===== src/rtl/rnd_top_module_if.sv =====
// Symbol-generator handshake bundle: start/seed towards the generator,
// done pulse and current 2-bit symbol back to the consumer.
interface rnd_top_module_if #(
    parameter int REG_WIDTH = 6
);
    logic                 start_rnd;
    logic [REG_WIDTH-1:0] seed;
    logic                 done_rnd;
    logic [1:0]           x_out;

    modport master (
        output start_rnd,
        output seed,
        input  done_rnd,
        input  x_out
    );

    modport slave (
        input  start_rnd,
        input  seed,
        output done_rnd,
        output x_out
    );
endinterface


===== src/rtl/rnd_top_module.sv =====
// Seeded 2-bit pseudo-random symbol generator: controller FSM sequencing a
// Fibonacci LFSR and a symbol counter; emits 2^CNT_WIDTH symbols per start.

module rnd_ctrl (
    input  logic clk,
    input  logic rst,
    input  logic start_rnd,
    input  logic cnt_last,
    output logic load,
    output logic step,
    output logic done_rnd
);
    typedef enum logic [1:0] {
        IDLE = 2'd0,
        RUN  = 2'd1,
        DONE = 2'd2
    } state_t;

    state_t state_reg;
    state_t state_next;
    logic   done_reg;

    always_comb begin
        state_next = state_reg;
        load       = 1'b0;
        step       = 1'b0;
        case (state_reg)
            IDLE: begin
                if (start_rnd) begin
                    load       = 1'b1;
                    state_next = RUN;
                end
            end
            RUN: begin
                step = 1'b1;
                if (cnt_last) begin
                    state_next = DONE;
                end
            end
            DONE: begin
                state_next = IDLE;
            end
            default: begin
                state_next = IDLE;
            end
        endcase
    end

    // done is registered from the next state so it is high exactly while in DONE
    always_ff @(posedge clk) begin
        if (!rst) begin
            state_reg <= IDLE;
            done_reg  <= 1'b0;
        end else begin
            state_reg <= state_next;
            done_reg  <= (state_next == DONE);
        end
    end

    assign done_rnd = done_reg;
endmodule

module rnd_datapath #(
    parameter int REG_WIDTH = 6,
    parameter int CNT_WIDTH = 3
) (
    input  logic                 clk,
    input  logic                 rst,
    input  logic                 load,
    input  logic                 step,
    input  logic [REG_WIDTH-1:0] seed,
    output logic                 cnt_last,
    output logic [1:0]           x_out
);
    logic [REG_WIDTH-1:0] lfsr_reg;
    logic [REG_WIDTH-1:0] lfsr_next;
    logic [REG_WIDTH-1:0] lfsr_shift;
    logic [REG_WIDTH-1:0] seed_safe;
    logic [CNT_WIDTH-1:0] cnt_reg;
    logic [CNT_WIDTH-1:0] cnt_next;
    logic                 fb;

    // top-two-bit tap gives x^6+x^5+1 (maximal length) at the default width
    assign fb            = lfsr_reg[REG_WIDTH-1] ^ lfsr_reg[REG_WIDTH-2];
    assign lfsr_shift[0] = fb;

    generate
        for (genvar gi = 1; gi < REG_WIDTH; gi++) begin : g_shift
            assign lfsr_shift[gi] = lfsr_reg[gi-1];
        end
    endgenerate

    // an all-zero LFSR would lock up, so a zero seed is replaced by 1
    assign seed_safe = (seed == '0) ? {{(REG_WIDTH-1){1'b0}}, 1'b1} : seed;

    always_comb begin
        lfsr_next = lfsr_reg;
        cnt_next  = cnt_reg;
        if (load) begin
            lfsr_next = seed_safe;
            cnt_next  = '0;
        end else if (step) begin
            lfsr_next = lfsr_shift;
            cnt_next  = cnt_reg + CNT_WIDTH'(1);
        end
    end

    always_ff @(posedge clk) begin
        if (!rst) begin
            lfsr_reg <= '0;
            cnt_reg  <= '0;
        end else begin
            lfsr_reg <= lfsr_next;
            cnt_reg  <= cnt_next;
        end
    end

    assign cnt_last = &cnt_reg;
    assign x_out    = lfsr_reg[1:0];
endmodule

module rnd_top_module #(
    parameter int REG_WIDTH = 6,
    parameter int CNT_WIDTH = 3
) (
    input  logic              clk,
    input  logic              rst,
    rnd_top_module_if.slave   bus
);
    logic load;
    logic step;
    logic cnt_last;
    logic done;

    rnd_ctrl u_ctrl (
        .clk       (clk),
        .rst       (rst),
        .start_rnd (bus.start_rnd),
        .cnt_last  (cnt_last),
        .load      (load),
        .step      (step),
        .done_rnd  (done)
    );

    rnd_datapath #(
        .REG_WIDTH (REG_WIDTH),
        .CNT_WIDTH (CNT_WIDTH)
    ) u_dp (
        .clk      (clk),
        .rst      (rst),
        .load     (load),
        .step     (step),
        .seed     (bus.seed),
        .cnt_last (cnt_last),
        .x_out    (bus.x_out)
    );

    assign bus.done_rnd = done;
endmodule


===== src/flat_wrapper.sv =====
// flat-port wrapper written by rule: the top's interface ports become plain ports
module rnd_top_module_flat 
#(
    parameter int REG_WIDTH = 6,
    parameter int CNT_WIDTH = 3
)
  (clk, rst, bus_start_rnd, bus_seed, bus_done_rnd, bus_x_out);
  rnd_top_module_if #(.REG_WIDTH(REG_WIDTH)) bus_i ();
  input  logic clk;
  input  logic rst;
  input wire logic [$bits(bus_i.start_rnd)-1:0] bus_start_rnd;
  input wire logic [$bits(bus_i.seed)-1:0] bus_seed;
  output wire logic [$bits(bus_i.done_rnd)-1:0] bus_done_rnd;
  output wire logic [$bits(bus_i.x_out)-1:0] bus_x_out;
  assign bus_i.start_rnd = bus_start_rnd;
  assign bus_i.seed = bus_seed;
  assign bus_done_rnd = bus_i.done_rnd;
  assign bus_x_out = bus_i.x_out;
  rnd_top_module #(.REG_WIDTH(REG_WIDTH), .CNT_WIDTH(CNT_WIDTH)) u_core (.clk(clk), .rst(rst), .bus(bus_i));
endmodule

===== config.mk =====
export PLATFORM = sky130hd
export DESIGN_NAME = rnd_top_module_flat
export DESIGN_NICKNAME = d
export VERILOG_FILES = /design/src/rtl/rnd_top_module_if.sv /design/src/rtl/rnd_top_module.sv /design/src/flat_wrapper.sv
export SDC_FILE = /design/constraint.sdc
export NUM_CORES = 1
export LEC_CHECK = 0
export ABC_CLOCK_PERIOD_IN_PS = 1000
export CAP_MARGIN = 20
export CORE_MARGIN = 1.5
export CORE_UTILIZATION = 40
export DETAILED_ROUTE_END_ITERATION = 10
export GPL_TIMING_DRIVEN = 0
export PLACE_DENSITY = 0.7
export SLEW_MARGIN = 20
export SYNTH_ARGS = -nofsm -noshare
export SYNTH_HDL_FRONTEND = slang
export SYNTH_SLANG_ARGS = --single-unit
export TNS_END_PERCENT = 10

===== constraint.sdc =====
create_clock -name clk -period 1 [get_ports clk]
set_input_delay 0.15 -clock clk [delete_from_list [all_inputs] [get_ports clk]]
set_output_delay 0.15 -clock clk [all_outputs]
set_load 0.005 [all_outputs]

==> out/qor.csv <==
stage;metric;value;unit
worst_hold_path;worst hold path class;in2reg;
synthesis;Distinct cells, synth;25;
critical_path;Levels on crit path;4;
final_layout;Reg area;246.5;um2
timing;final setup TNS;-0.09416;ns
timing;Tcrit/Tclk final;102.6;%
global_routing;GRT Total Usage;15.43;%
synthesis;area share of the largest cell type after synthesis;40.25;%
critical_path;Register-to-Register Path Depth;4;
synthesis;Synth Register Bits;12;
cts;clock root buffer;clkbuf_4;
route;via count;479;
placement;global placement routability congestion;0.7252;
final_layout;Util after Layout;63.76;%
cts;hold_buf cts;0;
final_layout;nets@finish;87;
critical_path;worst-path fanout max;10;
die;core area;1350;um2
cts;H-tree levels;1;
cts;Worst-Skew Late Latency;0.28;ns
route;wire length on met3;65;um
critical_path;Crit Path Category;reg2reg;
critical_path;R2R Setup Slk;-0.03;ns
global_routing;largest net degree at the start of global routing;11;
synthesis;Post-synth ARST share;0;%
route;average wire per standard cell;13.06;um
cts;Clock transition at path regs;0.08;ns
cts;CTS Buffer Depth;2;
timing;crit path time final;1.026;ns
final_layout;share of cells above drive strength 1;45.33;%
final_layout;# fillers;113;
final_layout;post-route insts no fill;90;
die;Die ar.;1733;um2
global_routing;vias in the first global route;466;
synthesis;Yosys Warn Count;0;
synthesis;Seq/Total Area, Yosys;40.25;%
final_layout;max reg flops;6;
synthesis;top cell type by total area after synthesis;dfxtp_1;
route;top sig layer;met4;
critical_path;crit end category;flip-flop;
synthesis;Synth Area in Adders;4.193;%
final_layout;Area Growth Syn to Fin;44.23;%
synthesis;cell with the most instances after synthesis;dfxtp_1;
timing;fmax;974.4;MHz
final_layout;Multi-input gate area;356.6;um2
run_status;outcome;complete, but fails checks;
synthesis;mux cell area share after synthesis;1.677;%
critical_path;critical-path cell list;buf_6 -> and2b_2 -> a22oi_1 -> nor2b_1;
timing;Hold Fails Final Rpt;0;
global_routing;GRT overflow;0;
global_routing;antenna violations before repair;0;
synthesis;post-synthesis compound-gate area fraction;26.21;%
synthesis;mapped cell area;596.8;um2
global_routing;global-route wire length before repair;2.014;mm
cts;CTS tree;built;
placement;I/O Buffers;11;
critical_path;CP required;1.17;ns
placement;placed cell count;83;
synthesis;syn_area_per_cell;10.47;um2
route;post-DR vias/cell;5.322;
final_layout;antenna cell count;0;
synthesis;main combinational cell family by area after synthesis;compound AO/OA/AOI/OAI gates;
critical_path;Crit path largest cell delay;0.33;ns
critical_path;critical path's slowest cell;dfxtp_2;
placement;Detail Placement HPWL;829.1;um
route;Post-DRT Antenna Nets;0;
critical_path;crit path DAT;1.19;ns
timing;Tightest Pin Transition;0.3414;ns
route;final routed DRC violation total;0;
timing;skew final;0.005405;ns
synthesis;Synth Area in Simple Gates;16.14;%
run_status;violated checks;setup timing;
timing;max-slew violations;0;
power;Peak supply drop;1185;uV
synthesis;Syn Inst Count;57;
timing;headroom to the max-slew limit;77.07;%
flow_run;max-cap check violation count;0;
timing;Final WS setup;-0.02628;ns
synthesis;largest cells by area after synthesis;dfxtp_1 40%, o221a_2 9.4%, a2bb2oi_1 7.3%;
power;leakage;0.3450;nW
route;met2 wire len;595;um
die;Initial Util;44.21;%
critical_path;CP Buf/Inv Count;1;
critical_path;CP top delay family;flip-flops;
route;Pre-Repair DR Iteration Count;2;
worst_hold_path;hold depth;3;
synthesis;Synth Flop Type;dfxtp_1;
synthesis;Syn Nets;68;
power;PwrDens;1363;nW/um2
route;starting DRC count in detailed routing;7;
synthesis;XOR/XNOR share of the synthesized area;1.468;%
die;cell row count;13;
cts;Num CTS Buffers;3;
synthesis;Post-synth EDFFs;0;
route;Total Wirelength;1.175;mm
route;M1 WL;504;um
timing;# setup viols final;9;
timing;unrepaired setup endpoints after global routing;true;
cts;CTS Sinks;12;
die;die width;41.63;um
synthesis;most frequent cells after synthesis;12 x dfxtp_1, 5 x a2bb2oi_1, 5 x inv_1, 5 x o221a_2, 3 x nor2b_1;
die;IO Count;12;
die;Die Ht;41.63;um
critical_path;Startpoint Class;flip-flop;
-- through the flow --
step / area, um2 / setup WS [ns] / hold WS (ns) / power (mW)
final: 860.8 / -0.02628 / 0.4363 / 1.173
after global routing: 860.8 / -0.08692 / 0.4510 / 1.237
after CTS: 792.0 / -0.08927 / 0.3881 / 1.161
after detailed placement: 742.0 / -0.3649 / 0.4755 / 0.7591
after global placement: 742.0 / -0.3853 / 0.4709 / 0.7561
after floorplan: 613.1 / -0.01142 / 0.2741 / 0.6786
-- layout make-up --
class | count | area share [%]
multi-input combinational | 35 | 41.42
inverter | 5 | 2.180
tap | 15 | 2.180
timing repair buffer | 14 | 15.55
clock buffer | 4 | 4.215
sequential | 12 | 28.63
buffer | 5 | 5.814
-- final timing paths --
kind | startpoint | to
worst min-delay path | bus_start_rnd | u_core.u_ctrl.state_reg[0]
worst max-delay path | u_core.u_ctrl.state_reg[0] | u_core.u_dp.cnt_reg[2]
worst min register to register | u_core.u_dp.lfsr_reg[2] | u_core.u_dp.lfsr_reg[2]
worst max register to register | u_core.u_ctrl.state_reg[0] | u_core.u_dp.cnt_reg[2]
-- power breakdown --
group	internal, mW	switching [mW]
logic	0.155	0.0975
registers	0.514	0.0237
clock network	0.222	0.161
total	0.891	0.282
-- cell usage in the layout, fill, tap and decap left out, types with 2 or more instances in the layout --
| master | instances |
|---|---|
| a22oi_1 | 2 |
| o221a_2 | 5 |
| nand2b_4 | 2 |
| buf_6 | 6 |
| ha_4 | 2 |
| nor2_4 | 2 |
| buf_4 | 3 |
| clkdlybuf4s50_1 | 7 |
| dfxtp_1 | 7 |
| dfxtp_2 | 5 |
| a2bb2oi_1 | 5 |
| nor2b_1 | 3 |
| clkbuf_4 | 3 |
| inv_1 | 5 |
-- layer usage --
layer	up-vias	global-route usage [%]
met5	-	0
li1	246	-
met2	9	23.75
met3	3	8.261
met1	221	17.69
met4	0	6.452
-- repair_timing --
item	CTS	global route
gates resized for setup	10	14
pin swaps	0	3
cloned	0	0
endpoints found under the setup margin	14	15
buffers inserted	2	1
-- worst reg2reg max path, cell delays in order (launching register included) --
cell     delay [ns]
dfxtp_2        0.33
buf_6          0.14
and2b_2        0.23
a22oi_1        0.16
nor2b_1        0.06
-- cells by family (layout without fill, tap and decap cells) --
logic type | after synthesis | after routing
flops | 12 | 12
simple gates | 14 | 14
buf+inv | 10 | 28
mux | 1 | 1
fa+ha+maj | 2 | 2
compound gates | 17 | 17
xor+xnor | 1 | 1
Power figures use the tool's default switching activity.
